**config.mk**
```make
export PLATFORM = sky130hd
export DESIGN_NAME = seq_detect_scheduler
export DESIGN_NICKNAME = d
export VERILOG_FILES = /design/src/rtl/seq_det_pkg.sv /design/src/rtl/rr_arbiter.sv /design/src/rtl/seq_detect_scheduler.sv
export SDC_FILE = /design/constraint.sdc
export NUM_CORES = 1
export LEC_CHECK = 0
export CAP_MARGIN = 10
export CORE_MARGIN = 2
export CORE_UTILIZATION = 55
export CTS_BUF_LIST = sky130_fd_sc_hd__clkbuf_4
export DETAILED_ROUTE_END_ITERATION = 6
export HOLD_SLACK_MARGIN = 0.03
export PLACE_DENSITY = 0.85
export SYNTH_ARGS = -nofsm -noshare
export SYNTH_HDL_FRONTEND = slang
export SYNTH_SLANG_ARGS = --single-unit
```
**constraint.sdc**
```tcl
create_clock -name clk -period 6.85 [get_ports clk]
set_input_delay 1.37 -clock clk [delete_from_list [all_inputs] [get_ports clk]]
set_output_delay 1.37 -clock clk [all_outputs]
set_load 0.01 [all_outputs]
```
**src/rtl/seq_det_pkg.sv**
```systemverilog
// Shared widths, types and helpers for the multi-channel sequence detector.
package seq_det_pkg;

  localparam int unsigned N_CHAN = 4;
  localparam int unsigned MAXLEN = 8;
  localparam int unsigned CHAN_W = $clog2(N_CHAN);
  localparam int unsigned LEN_W  = $clog2(MAXLEN + 1);

  typedef logic [MAXLEN-1:0] hist_t;
  typedef logic [CHAN_W-1:0] chan_t;

  // Word with the low len bits set; callers slice it to their history width.
  function automatic logic [31:0] len_mask(input int unsigned len);
    logic [31:0] m;
    m = '0;
    for (int unsigned i = 0; i < 32; i++) begin
      if (i < len) m[i] = 1'b1;
    end
    return m;
  endfunction

endpackage

```
**src/rtl/rr_arbiter.sv**
```systemverilog
// Round-robin arbiter: one-hot grant among N requests, search starts after the last grant.
module rr_arbiter #(
  parameter int unsigned N = 4
) (
  input  logic                 clk,
  input  logic                 rst,
  input  logic [N-1:0]         req,
  input  logic                 en,
  output logic [N-1:0]         grant_c,
  output logic [$clog2(N)-1:0] idx_c,
  output logic                 any_c
);

  localparam int unsigned W = $clog2(N);

  logic [W-1:0] last_q;
  logic [W-1:0] last_d;
  logic [W-1:0] cand;

  // Reset to the highest index so channel 0 is searched first.
  always_ff @(posedge clk) begin
    if (rst) last_q <= W'(N - 1);
    else     last_q <= last_d;
  end

  always_comb begin
    last_d = last_q;
    if (any_c) last_d = idx_c;
  end

  always_comb begin
    grant_c = '0;
    idx_c   = '0;
    any_c   = 1'b0;
    cand    = '0;
    for (int unsigned i = 1; i <= N; i++) begin
      cand = W'((32'(last_q) + i) % N);
      if (en && !any_c && req[cand]) begin
        grant_c[cand] = 1'b1;
        idx_c         = cand;
        any_c         = 1'b1;
      end
    end
  end

endmodule

```
**src/rtl/seq_detect_scheduler.sv**
```systemverilog
// One shared pattern comparator time-multiplexed over N serial bit streams.
module seq_detect_scheduler #(
  parameter int unsigned       N_CHAN      = seq_det_pkg::N_CHAN,
  parameter int unsigned       MAXLEN      = seq_det_pkg::MAXLEN,
  parameter logic [MAXLEN-1:0] RST_PATTERN = MAXLEN'(8'b0000_1011),
  parameter int unsigned       RST_LEN     = 4
) (
  input  logic                          clk,
  input  logic                          rst,
  input  logic [N_CHAN-1:0]             in_valid,
  input  logic [N_CHAN-1:0]             in_bit,
  output logic [N_CHAN-1:0]             in_ready,
  input  logic                          cfg_we,
  input  logic [MAXLEN-1:0]             cfg_pattern,
  input  logic [$clog2(MAXLEN+1)-1:0]   cfg_len,
  output logic                          match_valid,
  output logic [$clog2(N_CHAN)-1:0]     match_chan,
  output logic                          busy
);

  import seq_det_pkg::*;

  localparam int unsigned CH_W = $clog2(N_CHAN);
  localparam int unsigned LN_W = $clog2(MAXLEN + 1);

  logic [MAXLEN-1:0] pattern_q;
  logic [LN_W-1:0]   len_q;
  logic [MAXLEN-1:0] hist_q [N_CHAN];
  logic [LN_W-1:0]   cnt_q  [N_CHAN];

  logic              grant_en;
  logic              xfer;
  logic [CH_W-1:0]   gidx;
  logic [MAXLEN-1:0] new_hist;
  logic [MAXLEN-1:0] mask;
  logic [LN_W-1:0]   new_cnt;
  logic [LN_W-1:0]   cfg_len_clamped;
  logic              hit;

  // Config writes and reset steal the cycle, so no grant is offered.
  assign grant_en = !rst && !cfg_we;

  rr_arbiter #(.N(N_CHAN)) u_arb (
    .clk     (clk),
    .rst     (rst),
    .req     (in_valid),
    .en      (grant_en),
    .grant_c (in_ready),
    .idx_c   (gidx),
    .any_c   (xfer)
  );

  // Shared comparator works on the granted channel's post-shift history.
  always_comb begin
    new_hist = {hist_q[gidx][MAXLEN-2:0], in_bit[gidx]};
    new_cnt  = (cnt_q[gidx] >= LN_W'(MAXLEN)) ? cnt_q[gidx] : cnt_q[gidx] + LN_W'(1);
    mask     = MAXLEN'(len_mask(32'(len_q)));
    hit      = (len_q != '0) && (((new_hist ^ pattern_q) & mask) == '0) && (new_cnt >= len_q);
    cfg_len_clamped = (cfg_len > LN_W'(MAXLEN)) ? LN_W'(MAXLEN) : cfg_len;
  end

  always_ff @(posedge clk) begin
    if (rst) begin
      pattern_q   <= RST_PATTERN;
      len_q       <= LN_W'(RST_LEN);
      match_valid <= 1'b0;
      match_chan  <= '0;
      for (int unsigned c = 0; c < N_CHAN; c++) begin
        hist_q[c] <= '0;
        cnt_q[c]  <= '0;
      end
    end else begin
      match_valid <= xfer && hit;
      if (xfer && hit) match_chan <= gidx;
      if (cfg_we) begin
        pattern_q <= cfg_pattern;
        len_q     <= cfg_len_clamped;
        for (int unsigned c = 0; c < N_CHAN; c++) begin
          hist_q[c] <= '0;
          cnt_q[c]  <= '0;
        end
      end else if (xfer) begin
        hist_q[gidx] <= new_hist;
        cnt_q[gidx]  <= new_cnt;
      end
    end
  end

  assign busy = (|in_valid) || match_valid;

endmodule

```
; ---- Word level (Yosys, flattened, before mapping)
; Memory sizes are Yosys's and may differ from the RTL's.
; Cells that the tools add are included.
; Widths: inputs -> output; s select.
[totals]
mem_count = 2
ram_bits = 48
latchBits = 0
input_bits = 23
rom_bits = 0
register_bits = 17
out_inout_bits = 8
[op_classes]
bitwise_logic = 13
n_lt_le_gt_ge = 20
shift = 0
n_reduce_logical = 26
n_mul = 0
addsub = 5
n_div = 0
n_eq_ne = 0
muxes = 63
[mem_list]
columns = name, words, width, rd, rd_clocked_by_memory_dff, wr, line_no
row1 = hist_q, 4, 8, 1, 0, 4, seq_detect_scheduler.sv:28  ; logic [MAXLEN-1:0] hist_q [N_CHAN];
row2 = cnt_q, 4, 4, 1, 0, 4, seq_detect_scheduler.sv:29  ; logic [LN_W-1:0] cnt_q [N_CHAN];
[ops]
columns = operator, count
row1 = $mux 4, 11
row2 = $mux 8, 5
row3 = $mux 1, 32
row4 = $lt 3x4->1 const A, 4
row5 = $logic_and 1x1->1, 15
row6 = $lt 2x3->1 const B, 5
row7 = $mux 2, 6
row8 = $or 4x4->4, 3
row9 = $bmux 1 s2, 5
row10 = $and 8x8->8, 1
row11 = $demux 1 s2, 4
row12 = $ge 2x1->1 const B, 4
row13 = $logic_not 8->1, 1
row14 = $lt 1x4->1 const A, 2
row15 = $lt 2x4->1 const A, 2
row16 = $or 1x1->1, 8
row17 = $reduce_or 4->1, 2
row18 = $reduce_or 8->1, 1
row19 = $xor 8x8->8, 1
row20 = $logic_not 1->1, 5
row21 = $add 2x1->2 const B, 2
row22 = $add 2x2->2 const B, 2
row23 = $add 4x1->4 const B, 1
row24 = $ge 4x4->1, 1
row25 = other kinds (4), 4

; ---- Longest topological paths before layout
[logic_depth]
word_depth = 25
ltp_mapped = 27
depth_no_buf = 23

; ---- Cells and area by module
; From an unflattened synthesis, not the netlist that was laid out.
[hier_totals]
hier_cells = 288
area_unflattened_um2 = 3385.7
[by_module_without_submodules]
columns = module, area_each_um2, instances, cells_each
row1 = seq_detect_scheduler, 2830.2, 1, 225
row2 = rr_arbiter, 555.5, 1, 63

; ---- Worst setup path before layout
; OpenSTA, ideal clock, no wires.
[synth_timing]
kind = input -> register
from = input in_valid[2]
to = register match_chan[1]
path_buffers = 2
t_required_ps = 6721
arrival_time_ps = 5344
slack_ps = 1377
cell_stages = 21
path_cell_list = buf_2 -> mux4_2 -> a2111oi_4 -> a21oi_2 -> nand2_2 -> buf_2 -> nand3_1 -> o21ai_2 -> inv_1 -> ha_1 -> a21oi_1 -> inv_1 -> ha_1 -> a21oi_1 -> o21ai_0 -> nand2_1 -> a41o_1 -> a211o_1 -> nor4b_2 -> nand4_2 -> mux2i_1
[synth_via]
word_cells_on_any_way = 40
[synth_rtl]
columns = item, line_no
row1 = "start, declared", seq_detect_scheduler.sv:10  ; input logic [N_CHAN-1:0] in_valid,
row2 = $bmux 1 s2, rr_arbiter.sv:38  ; if (en && !any_c && req[cand]) begin
row3 = $mux 1 (implied by the code), rr_arbiter.sv:38
row4 = $logic_and 1x1->1, rr_arbiter.sv:38
row5 = $mux 1, rr_arbiter.sv:38
row6 = $logic_not 1->1, rr_arbiter.sv:38
row7 = $logic_and 1x1->1 (2 in a row), rr_arbiter.sv:38
row8 = $mux 1, rr_arbiter.sv:38
row9 = $logic_not 1->1, rr_arbiter.sv:38
row10 = (+6 left out), n/a
row11 = $mux 2 *, rr_arbiter.sv:38
row12 = $mem_v2 4x4 *, n/a
row13 = $add 4x1->4 / $ge 4x4->1 (equally long branches), seq_detect_scheduler.sv:56  ; new_cnt = (cnt_q[gidx] >= LN_W'(MAXLEN)) ? cnt_q[gidx] : cnt_q[gidx] + LN_W'(1);
row14 = $mux 4 *, seq_detect_scheduler.sv:56
row15 = named net new_cnt[1], seq_detect_scheduler.sv:36  ; logic [LN_W-1:0] new_cnt;
row16 = $ge 4x4->1 *, seq_detect_scheduler.sv:58  ; hit = (len_q != '0) && (((new_hist ^ pattern_q) & mask) == '0) && (new_cnt >= len_q);
row17 = $logic_and 1x1->1 *, seq_detect_scheduler.sv:58
row18 = $logic_and 1x1->1 *, seq_detect_scheduler.sv:74  ; if (xfer && hit) match_chan <= gidx;
row19 = "end signal, assigned", seq_detect_scheduler.sv:74
row20 = "end, declared", seq_detect_scheduler.sv:17  ; output logic [$clog2(N_CHAN)-1:0] match_chan,
; The timed path passes the listed nets; every way through them passes the cells marked *. The select of a mux whose other input is x is not followed.
; A chain may end at the register's enable or synchronous reset.

; ---- Worst setup path in the final report
[layout_timing]
from = input in_valid[3]
to = output in_ready[1]
[layout_via]
elab_chain_len = 16
word_cells_on_any_way = 28
[layout_lines]
columns = item, line_no
row1 = $bmux 1 s2, rr_arbiter.sv:38
row2 = $mux 1 (implied by the code), rr_arbiter.sv:38
row3 = $logic_and 1x1->1, rr_arbiter.sv:38
row4 = $mux 1, rr_arbiter.sv:38
row5 = $logic_not 1->1, rr_arbiter.sv:38
row6 = $logic_and 1x1->1 (2 in a row), rr_arbiter.sv:38
row7 = $mux 1, rr_arbiter.sv:38
row8 = $logic_not 1->1, rr_arbiter.sv:38
row9 = $logic_and 1x1->1 (2 in a row), rr_arbiter.sv:38
row10 = $mux 1, rr_arbiter.sv:38
row11 = $logic_not 1->1, rr_arbiter.sv:38
row12 = $logic_and 1x1->1 (2 in a row), rr_arbiter.sv:38
row13 = $mux 4 *, rr_arbiter.sv:38
row14 = "end, declared", seq_detect_scheduler.sv:12  ; output logic [N_CHAN-1:0] in_ready,
; Every way passes the cells marked *; elsewhere a longest branch is shown, timed or not. The select of a mux whose other input is x is not followed.

==> summary.txt <==
Final Non-Filler Cells: 498
Starting Density: 0.5659
Hold endpoint: match_chan[1]
Ys async rst share: 0
Clk root buf: clkbuf_4
Post-CTS Setup Inserts: 0
FF-to-FF path depth: 22
DR WL/cell: 18.55 microns
Clk_lat worst skew: 440 ps
Syn Std Cell Area: 0.003824 sq mm
Residual overflow from global routing: 0
Reg2reg start: u_arb.last_q[1]
Max transition margin: 0.2341
Port Buffer Count: 30
CP Launch Type: primary input
Gate Count Post-Synth: 386
WHS: 491.1 ps
Layout cell share with drive strength beyond 1: 0.1077
Global-route usage over all layers: 0.2617
Yosys warning total: 0
Worst hold start: match_chan[1]
Most frequent cell after synthesis: edfxtp_1
Fmax: 161.8 MHz
Final Hold Viols: 0
Die H: 87.38 microns
Mean Syn Cell Area: 9.906 sq um
RSZ-0062 raised after global routing: false
Hold path depth: 2
Residual DRC: 0
Worst slew pin tran: 1120 ps
Via count: 3,151
Setup slack at placement: 609.3 ps
Status: completed
Vias in the first global route: 3,101
Clock tree buffer depth: 2
Share of the synthesized area in the top cell type: 0.3455
Fin crit period: 6182 ps
Die W: 87.38 microns
Worst R2R End: match_chan[0]
Critical path arrival: 4810 ps
Largest net degree at the start of global routing: 29
Final setup viols: 0
Largest cells by area after synthesis: edfxtp_1, dfxtp_1, mux2i_1
Initial antenna violation count: 0
Reg-to-reg slack, setup: 1180 ps
Placer Congestion: 0.9124
IO Count: 31
Total power: 0.9369 mW
Design area: 0.004322 sq mm
Commonest cells in the synthesized netlist: edfxtp_1, nor2_1, nand2_1
Cts hold-fix bufs: 0
Clock Sinks: 61
Ant. Diodes: 0
FP Rows: 30
Post-DP HPWL: 6824 microns
P per Cell Area: 216.8 mW/mm^2
CTS tree: yes
EDFF count, synth: 44
Worst Setup Slack, final: 668.4 ps
Sequential area share after synthesis: 0.4346
NumNets Final: 445
Clk slew on worst S/H paths: 110 ps
Util after Layout: 0.6396
Cell total after placement: 482
Peak VDD IR: 0.0001805 V
Max FO, Critical Path: 10
Period utilization: 0.9024
Synth-to-Final Area Change: 13.02%
Leak: 1.727 nW
Synth Register Bits: 61
Vias per cell: 6.327
Worst Path Required: 5480 ps
Routed Antenna Nets: 0
Yosys cell types: 63
Filler Cell Count: 562
Die area: 0.007635 sq mm
Max-slew violation count: 0
First-pass GRT wire length: 15,270 microns
CTS Buf Count: 9
Setup TNS: 0 ps
Worst setup EP type: primary output
# H-tree levels: 3
CTS resizes: 0
Worst Skew: 15.51 ps
DRT iter0 DRCs: 323
Post-Syn Nets: 418
Ys flop type: edfxtp_1
Initial DRT Pass Iterations: 5
Worst setup path category: primary input to primary output
DP Area: 0.004179 sq mm
Routed WL: 9239 microns
Yosys top cell by area: edfxtp_1
Core box area: 0.006756 sq mm
Hold Path Class: flop to flop
Max Cap Viol: 0
final cells by class:
class	instances	area (sq um)	area share
timing repair buffer	38	360.3	0.08338
tap	80	100.1	0.02316
sequential	61	1662	0.3845
multi-input combinational	286	1993	0.4612
inverter	17	63.81	0.01477
clock inverter	7	75.07	0.01737
clock buffer	9	67.56	0.01563
report_power, final:
part           leakage (nW)  switching (mW)  internal (mW)
clock network        0.0685           0.146          0.112
logic                  1.02           0.132         0.0962
registers             0.633          0.0242          0.426
total                  1.73           0.303          0.634
flip-flops by register name (all words and copies together), names as in the netlist:
register and flops:
u_arb.last_q 2, match_chan 2, match_valid 1, hist_q 28, pattern_q 8, len_q 4, cnt_q 16
cells in the final DEF, fill, tap and decap left out, types with 3 or more instances in the layout:
cell type and instances:
and3_1 22, or2_2 3, and2_1 11, a211o_1 6
buf_4 8, nor2b_1 14, nor3_1 5, o22ai_1 5
edfxtp_1 44, nor3b_1 6, ha_1 9, dfxtp_1 17
mux2i_1 27, clkbuf_4 9, inv_1 16, nand2b_1 11
mux2_2 3, a311oi_1 3, a222oi_1 4, nand2_1 33
nand4b_1 4, a211oi_1 3, clkinvlp_4 3, nor2_1 37
o21ai_0 7, a21oi_1 14, clkdlybuf4s50_1 30, o221ai_1 3
xnor2_1 10, nand3_1 6
critical path, stage by stage:
cell and delay [ps]:
clkdlybuf4s50_1 570, mux2i_1 410, a22oi_1 210, or2_2 350, a2111oi_0 970, a222oi_1 280, nand2_1 110, clkdlybuf4s50_1 540
worst max-delay path by stage:
stage	from	endpoint	slack, ps	depth (start not counted)
after global placement	in_valid[3]	match_chan[0]	700	20
after floorplan	in_valid[2]	match_chan[1]	1380	21
final	in_valid[3]	in_ready[1]	670	8
after global routing	in_valid[3]	in_ready[3]	510	8
after detailed placement	in_valid[2]	match_chan[0]	610	20
after CTS	in_valid[3]	in_ready[1]	750	8
kinds of logic (layout without fill, tap and decap cells):
kind of cell / count (synthesis) / count (layout) / synth area share
simple gates: 163 / 163 / 0.2281
flops: 61 / 61 / 0.4346
xor+xnor: 12 / 12 / 0.02749
fa+ha+maj: 9 / 9 / 0.02945
buf+inv: 39 / 71 / 0.04417
compound gates: 69 / 69 / 0.1420
mux: 33 / 33 / 0.09424
routing by layer:
layer / part of all wire / routed length [microns] / up-vias / GRT usage
li1: - / - / 1482 / -
met1: 0.43 / 3997 / 1527 / 0.3470
met2: 0.49 / 4493 / 115 / 0.4263
met3: 0.052 / 478 / 27 / 0.03602
met4: 0.029 / 270 / 0 / 0.1175
met5: 0 / 0 / - / 0
No activity file was read; power rests on OpenSTA's default activity.
